==> config.mk <==
export PLATFORM = sky130hd
export DESIGN_NAME = mem_arbiter_flat
export DESIGN_NICKNAME = d
export VERILOG_FILES = /design/src/rtl/cpu_types_pkg.sv /design/src/rtl/mem_arbiter_if.sv /design/src/rtl/mem_arbiter.sv /design/src/flat_wrapper.sv
export SDC_FILE = /design/constraint.sdc
export NUM_CORES = 1
export LEC_CHECK = 0
export CAP_MARGIN = 20
export CORE_AREA = 2 2 106 108
export DETAILED_ROUTE_END_ITERATION = 7
export DIE_AREA = 0 0 108 110
export PLACE_DENSITY = 0.65
export SLEW_MARGIN = 5
export SYNTH_ARGS = -nofsm -noshare
export SYNTH_HDL_FRONTEND = slang
export SYNTH_SLANG_ARGS = --single-unit
==> constraint.sdc <==
create_clock -name CLK -period 2.4 [get_ports CLK]
set_clock_uncertainty 0.2 [all_clocks]
set_input_delay 0.36 -clock CLK [delete_from_list [all_inputs] [get_ports CLK]]
set_output_delay 0.36 -clock CLK [all_outputs]
set_load 0.01 [all_outputs]
==> src/rtl/cpu_types_pkg.sv <==
// Shared CPU-side types: RAM port status codes and the memory arbiter state encoding.
package cpu_types_pkg;

  typedef enum logic [1:0] {
    FREE   = 2'd0,
    BUSY   = 2'd1,
    ACCESS = 2'd2,
    ERROR  = 2'd3
  } ramstate_t;

  typedef enum logic [1:0] {
    IDLE    = 2'd0,
    SERVE_I = 2'd1,
    SERVE_D = 2'd2
  } arb_state_t;

endpackage

==> src/rtl/mem_arbiter_if.sv <==
// Cache-side request/response signals and the shared RAM port, bundled for the arbiter.
interface mem_arbiter_if
  import cpu_types_pkg::*;
#(
  parameter int ADDR_W = 32,
  parameter int DATA_W = 32
);
  logic              iREN;
  logic [ADDR_W-1:0] iaddr;
  logic              iwait;
  logic [DATA_W-1:0] iload;
  logic              dREN;
  logic              dWEN;
  logic [ADDR_W-1:0] daddr;
  logic [DATA_W-1:0] dstore;
  logic              dwait;
  logic [DATA_W-1:0] dload;
  logic              ramREN;
  logic              ramWEN;
  logic [ADDR_W-1:0] ramaddr;
  logic [DATA_W-1:0] ramstore;
  logic [DATA_W-1:0] ramload;
  ramstate_t         ramstate;

  // Arbiter side: consumes cache requests and RAM status, drives waits and RAM strobes.
  modport master (
    input  iREN, iaddr, dREN, dWEN, daddr, dstore, ramload, ramstate,
    output iwait, iload, dwait, dload, ramREN, ramWEN, ramaddr, ramstore
  );

  // Environment side: caches and RAM.
  modport slave (
    output iREN, iaddr, dREN, dWEN, daddr, dstore, ramload, ramstate,
    input  iwait, iload, dwait, dload, ramREN, ramWEN, ramaddr, ramstore
  );
endinterface

==> src/rtl/mem_arbiter.sv <==
// Arbitrates instruction- and data-cache requests onto one RAM port with alternating
// priority; completion (wait low) is combinational on the RAM ACCESS cycle.
module mem_arbiter
  import cpu_types_pkg::*;
#(
  parameter int ADDR_W    = 32,
  parameter int DATA_W    = 32,
  parameter int ERR_CNT_W = 8
) (
  input  logic                 CLK,
  input  logic                 nRST,
  mem_arbiter_if.master        bus,
  output logic [ERR_CNT_W-1:0] err_cnt
);

  arb_state_t state, next_state;
  logic       last_d;
  logic       dreq;
  logic       done_i, done_d, err_hit;

  assign dreq      = bus.dREN | bus.dWEN;
  assign bus.iload = bus.ramload;
  assign bus.dload = bus.ramload;

  always_ff @(posedge CLK or negedge nRST) begin
    if (!nRST) begin
      state   <= IDLE;
      last_d  <= 1'b0;
      err_cnt <= '0;
    end else begin
      state <= next_state;
      if (done_i)      last_d <= 1'b0;
      else if (done_d) last_d <= 1'b1;
      if (err_hit && (err_cnt != {ERR_CNT_W{1'b1}})) err_cnt <= err_cnt + 1'b1;
    end
  end

  // Strobes are decoded from state, so the async reset forcing IDLE drops them at once.
  always_comb begin
    next_state   = state;
    bus.ramREN   = 1'b0;
    bus.ramWEN   = 1'b0;
    bus.ramaddr  = '0;
    bus.ramstore = '0;
    bus.iwait    = 1'b1;
    bus.dwait    = 1'b1;
    done_i       = 1'b0;
    done_d       = 1'b0;
    err_hit      = 1'b0;
    case (state)
      IDLE: begin
        if (dreq && bus.iREN && last_d) next_state = SERVE_I;
        else if (dreq)                  next_state = SERVE_D;
        else if (bus.iREN)              next_state = SERVE_I;
      end
      SERVE_I: begin
        bus.ramREN  = bus.iREN;
        bus.ramaddr = bus.iaddr;
        if (!bus.iREN) begin
          next_state = IDLE;
        end else if (bus.ramstate == ACCESS) begin
          bus.iwait  = 1'b0;
          done_i     = 1'b1;
          next_state = IDLE;
        end else if (bus.ramstate == ERROR) begin
          err_hit = 1'b1;
        end
      end
      SERVE_D: begin
        bus.ramaddr  = bus.daddr;
        bus.ramstore = bus.dstore;
        bus.ramWEN   = bus.dWEN;
        bus.ramREN   = bus.dREN & ~bus.dWEN;
        if (!dreq) begin
          next_state = IDLE;
        end else if (bus.ramstate == ACCESS) begin
          bus.dwait  = 1'b0;
          done_d     = 1'b1;
          next_state = IDLE;
        end else if (bus.ramstate == ERROR) begin
          err_hit = 1'b1;
        end
      end
      default: next_state = IDLE;
    endcase
  end

endmodule

==> src/flat_wrapper.sv <==
// flat-port wrapper written by rule: the top's interface ports become plain ports
module mem_arbiter_flat import cpu_types_pkg::*;
#(
  parameter int ADDR_W    = 32,
  parameter int DATA_W    = 32,
  parameter int ERR_CNT_W = 8
)
  (CLK, nRST, err_cnt, bus_iREN, bus_iaddr, bus_dREN, bus_dWEN, bus_daddr, bus_dstore, bus_ramload, bus_ramstate, bus_iwait, bus_iload, bus_dwait, bus_dload, bus_ramREN, bus_ramWEN, bus_ramaddr, bus_ramstore);
  mem_arbiter_if #(.ADDR_W(ADDR_W), .DATA_W(DATA_W)) bus_i ();
  input  logic CLK;
  input  logic nRST;
  output logic [ERR_CNT_W-1:0] err_cnt;
  input wire logic [$bits(bus_i.iREN)-1:0] bus_iREN;
  input wire logic [$bits(bus_i.iaddr)-1:0] bus_iaddr;
  input wire logic [$bits(bus_i.dREN)-1:0] bus_dREN;
  input wire logic [$bits(bus_i.dWEN)-1:0] bus_dWEN;
  input wire logic [$bits(bus_i.daddr)-1:0] bus_daddr;
  input wire logic [$bits(bus_i.dstore)-1:0] bus_dstore;
  input wire logic [$bits(bus_i.ramload)-1:0] bus_ramload;
  input wire logic [$bits(bus_i.ramstate)-1:0] bus_ramstate;
  output wire logic [$bits(bus_i.iwait)-1:0] bus_iwait;
  output wire logic [$bits(bus_i.iload)-1:0] bus_iload;
  output wire logic [$bits(bus_i.dwait)-1:0] bus_dwait;
  output wire logic [$bits(bus_i.dload)-1:0] bus_dload;
  output wire logic [$bits(bus_i.ramREN)-1:0] bus_ramREN;
  output wire logic [$bits(bus_i.ramWEN)-1:0] bus_ramWEN;
  output wire logic [$bits(bus_i.ramaddr)-1:0] bus_ramaddr;
  output wire logic [$bits(bus_i.ramstore)-1:0] bus_ramstore;
  assign bus_i.iREN = bus_iREN;
  assign bus_i.iaddr = bus_iaddr;
  assign bus_i.dREN = bus_dREN;
  assign bus_i.dWEN = bus_dWEN;
  assign bus_i.daddr = bus_daddr;
  assign bus_i.dstore = bus_dstore;
  assign bus_i.ramload = bus_ramload;
  assign bus_i.ramstate = bus_ramstate;
  assign bus_iwait = bus_i.iwait;
  assign bus_iload = bus_i.iload;
  assign bus_dwait = bus_i.dwait;
  assign bus_dload = bus_i.dload;
  assign bus_ramREN = bus_i.ramREN;
  assign bus_ramWEN = bus_i.ramWEN;
  assign bus_ramaddr = bus_i.ramaddr;
  assign bus_ramstore = bus_i.ramstore;
  mem_arbiter #(.ADDR_W(ADDR_W), .DATA_W(DATA_W), .ERR_CNT_W(ERR_CNT_W)) u_core (.CLK(CLK), .nRST(nRST), .bus(bus_i), .err_cnt(err_cnt));
endmodule
==> impl_metrics.csv <==
group,metric,value,unit
clock_tree,cts_num_sinks,11,
min_path,hold_path.class,"in -> async",
timing,fin_crit_sh,98.8,%
critical_path,crit_required,1.84,ns
critical_path,cp-end-kind,"output pin",
route,wl_per_cell,16.8,um
route,wl_met1,3200,um
route,wl_met2,4420,um
timing,maxSlewHeadroom,68.2,%
timing,fmax,422,MHz
route,met3WireLength,749,um
die,num_rows,38,
critical_path,crit_chain,"buf_4, ha_4, bufbuf_16, a22oi_2, nor2b_1, dlygate4sd2_1",
clock_tree,cts_tree,"yes",
placed_design,dp_slack,0.00972,ns
yosys,syn_area_per_cell,7.84,um^2
final_layout,area_growth,98.8,%
die,ioPinCount,275,
placed_design,dp_hpwl,6350,um
die,die_h,110,um
route,drtPass1Iterations,4,
yosys,synthesis.area,1870,um^2
power,cellLeakagePower,1.67,nW
placed_design,portBuffers,178,
clock_tree,clk_latency,0.24,ns
final_layout,fin_util,34.8,%
timing,setup_slack,0.0279,ns
die,coreArea,10700,um^2
critical_path,slowest_stage,"dfrtp_1",
grt,grt.total_usage,12.0,%
grt,grt_pass1_wl,11200,um
power,intPower,1.71,mW
critical_path,critical_path_class,"reg -> out",
power,vdd_drop_max,0.535,mV
grt,grt_pass1_vias,2037,
timing,setup_violations,0,
final_layout,final_layout_size_suffix_gt1_share,15.8,%
die,start_util,17.5,%
timing,final-hold-violation-count,0,
clock_tree,htreeDepth,1,
final_layout,insertedDiodeCount,0,
power,p_seq_share,10.2,%
timing,finalCriticalPeriod,2.37,ns
timing,final_max_slew_viol_count,0,
die,dieArea,11900,um^2
status,status,"completed",
grt,grt_max_degree,37,
clock_tree,cts_hold_buf,0,
yosys,synth-seq-cells,11,
final_layout,final_cell_mix,"clkdlybuf4s50_1 (122), nor2b_1 (33), and2_1 (32)",
critical_path,critPathTopFamily,"buffers and inverters",
route,dr_total_vias,2086,
route,route.final.wire_length,8430,um
critical_path,startpoint_type,"flip-flop",
clock_tree,clk_pin_slew_worst_paths,0.05,ns
route,antenna_left,0,
final_layout,final_common_cell,"clkdlybuf4s50_1",
timing,rsz0062_at_grt,"true",
power,switching_share,40.1,%
route,drt_iter0_drc,102,
placed_design,dpl_cell_area,3420,um^2
critical_path,crit_buf_inv,3,
final_layout,nFillCells,1138,
clock_tree,root_buffer,"clkbuf_8",
yosys,postSynthCellCount,239,
grt,antenna_found_initial,0,
yosys,ys_warn_count,0,
critical_path,path_max_fanout,14,
power,power.switching,1.15,mW
clock_tree,cts_made_buffers,3,
yosys,seq_area_frac_synth,14.7,%
power,powerDensity,769,nW/um^2
power,pwr-share-comb,83.5,%
route,top_layer,"met4",
die,dieWidth,108,um
critical_path,cpPeakStageDelay,0.39,ns
placed_design,place.gp.congestion,0.834,
route,post_drt_via_cell_ratio,4.16,
route,drcViolationCount,0,
critical_path,cp.arrival,1.81,ns
grt,grt_remaining_overflow,0,
yosys,synth_fp_nets,379,
power,clkPwrFrac,6.3,%
yosys,ys_types,34,
timing,worst_pin_slew,0.475,ns
final_layout,final_area,3720,um^2
job,cap_violations,0,
clock_tree,clk_path_buf_depth,2,
final_layout,nets,502,
[cell usage after synthesis (all sizes together)]
library cell	instances	area (um^2)
buf	66	490
nor2b	34	215
and2	33	208
a22oi	32	240
clkbuf	13	48.8
dfrtp	11	275
ha	5	62.6
nand2	5	18.8
xor2	5	43.8
inv	4	15.0
nand3	4	20.0
nor2	3	16.3
nor3	3	15.0
a21boi	2	15.0
mux2	2	26.3
nor4	2	25.0
o21a	2	22.5
o21ai	2	10.0
o22ai	2	12.5
a211oi	1	7.51
a21oi	1	5.00
nand2b	1	6.26
nand3b	1	7.51
nand4	1	6.26
nor4b	1	15.0
o2111ai	1	26.3
o32a	1	10.0
or3b	1	8.76
[path summary, 6_finish.rpt]
kind / from / end / slack, ns / cells past startpoint
max: u_core.state[1]$_DFFE_PN0P_ / bus_ramaddr[10] / 0.03 / 6
min: nRST / u_core.last_d$_DFFE_PN0P_ / 0.25 / 1
max reg2reg: u_core.state[1]$_DFFE_PN0P_ / u_core.err_cnt[4]$_DFFE_PN0P_ / 0.15 / 9
min reg2reg: u_core.err_cnt[5]$_DFFE_PN0P_ / u_core.err_cnt[5]$_DFFE_PN0P_ / 0.32 / 1
max in group asynchronous: nRST / u_core.err_cnt[3]$_DFFE_PN0P_ / 1.43 / 1
min in group CLK: u_core.err_cnt[5]$_DFFE_PN0P_ / u_core.err_cnt[5]$_DFFE_PN0P_ / 0.32 / 1
[cell type report]
class | count | area [um^2] | share of cell area, %
Clock buffer | 4 | 45.0 | 1.21
Inverter | 4 | 15.0 | 0.403
Multi-Input combinational cell | 145 | 1170 | 31.5
Sequential cell | 11 | 275 | 7.39
Tap cell | 140 | 175 | 4.70
Timing Repair Buffer | 197 | 2040 | 54.8
[routing by layer]
layer / up-vias / GRT usage [%]
met5: - / 0
met4: 0 / 2.11
met3: 6 / 2.82
met2: 123 / 21.6
met1: 975 / 14.7
li1: 982 / -
[timing repair]
action,4_1_cts,5_1_grt
pin swaps,1,0
cloned,2,1
setup buffers,4,2
gates resized for setup,51,44
endpoints found under the setup margin,67,39
[stage by stage]
stage / TNS, ns / hold slack [ns] / power, mW / cells
detailed placement: 0 / 0.316 / 2.45 / 488
floorplan: 0 / -0.136 / 1.39 / 239
global route: -0.0692 / 0.303 / 3.06 / 501
CTS: 0 / 0.275 / 2.72 / 498
global placement: -0.0106 / 0.318 / 2.43 / 488
finish: 0 / 0.251 / 2.86 / 501
[logic make-up (layout without fill, tap and decap cells)]
family	after synthesis	count (layout)	synth area share (%)
muxes	2	2	1.40
DFF	11	11	14.7
and+or+nand+nor	89	89	30.0
buffers and inverters	83	205	29.6
xor gates and xnor gates	5	5	2.34
AOI/OAI and AO/OA	44	44	18.6
adders and majority gates	5	5	3.34
[power by group through the flow]
stage	sequential (mW)	clock (mW)	combinational (mW)
6_report	0.291	0.181	2.39
5_1_grt	0.303	0.192	2.56
4_1_cts	0.291	0.185	2.25
3_5_place_dp	0.297	0	2.15
3_3_place_gp	0.294	0	2.14
2_1_floorplan	0.297	0	1.09
[flip-flops by register name, indices dropped and copies added (netlist names)]
name and flops:
u_core.last_d 1, u_core.err_cnt 8, u_core.state 2
Power figures use the tool's default switching activity.
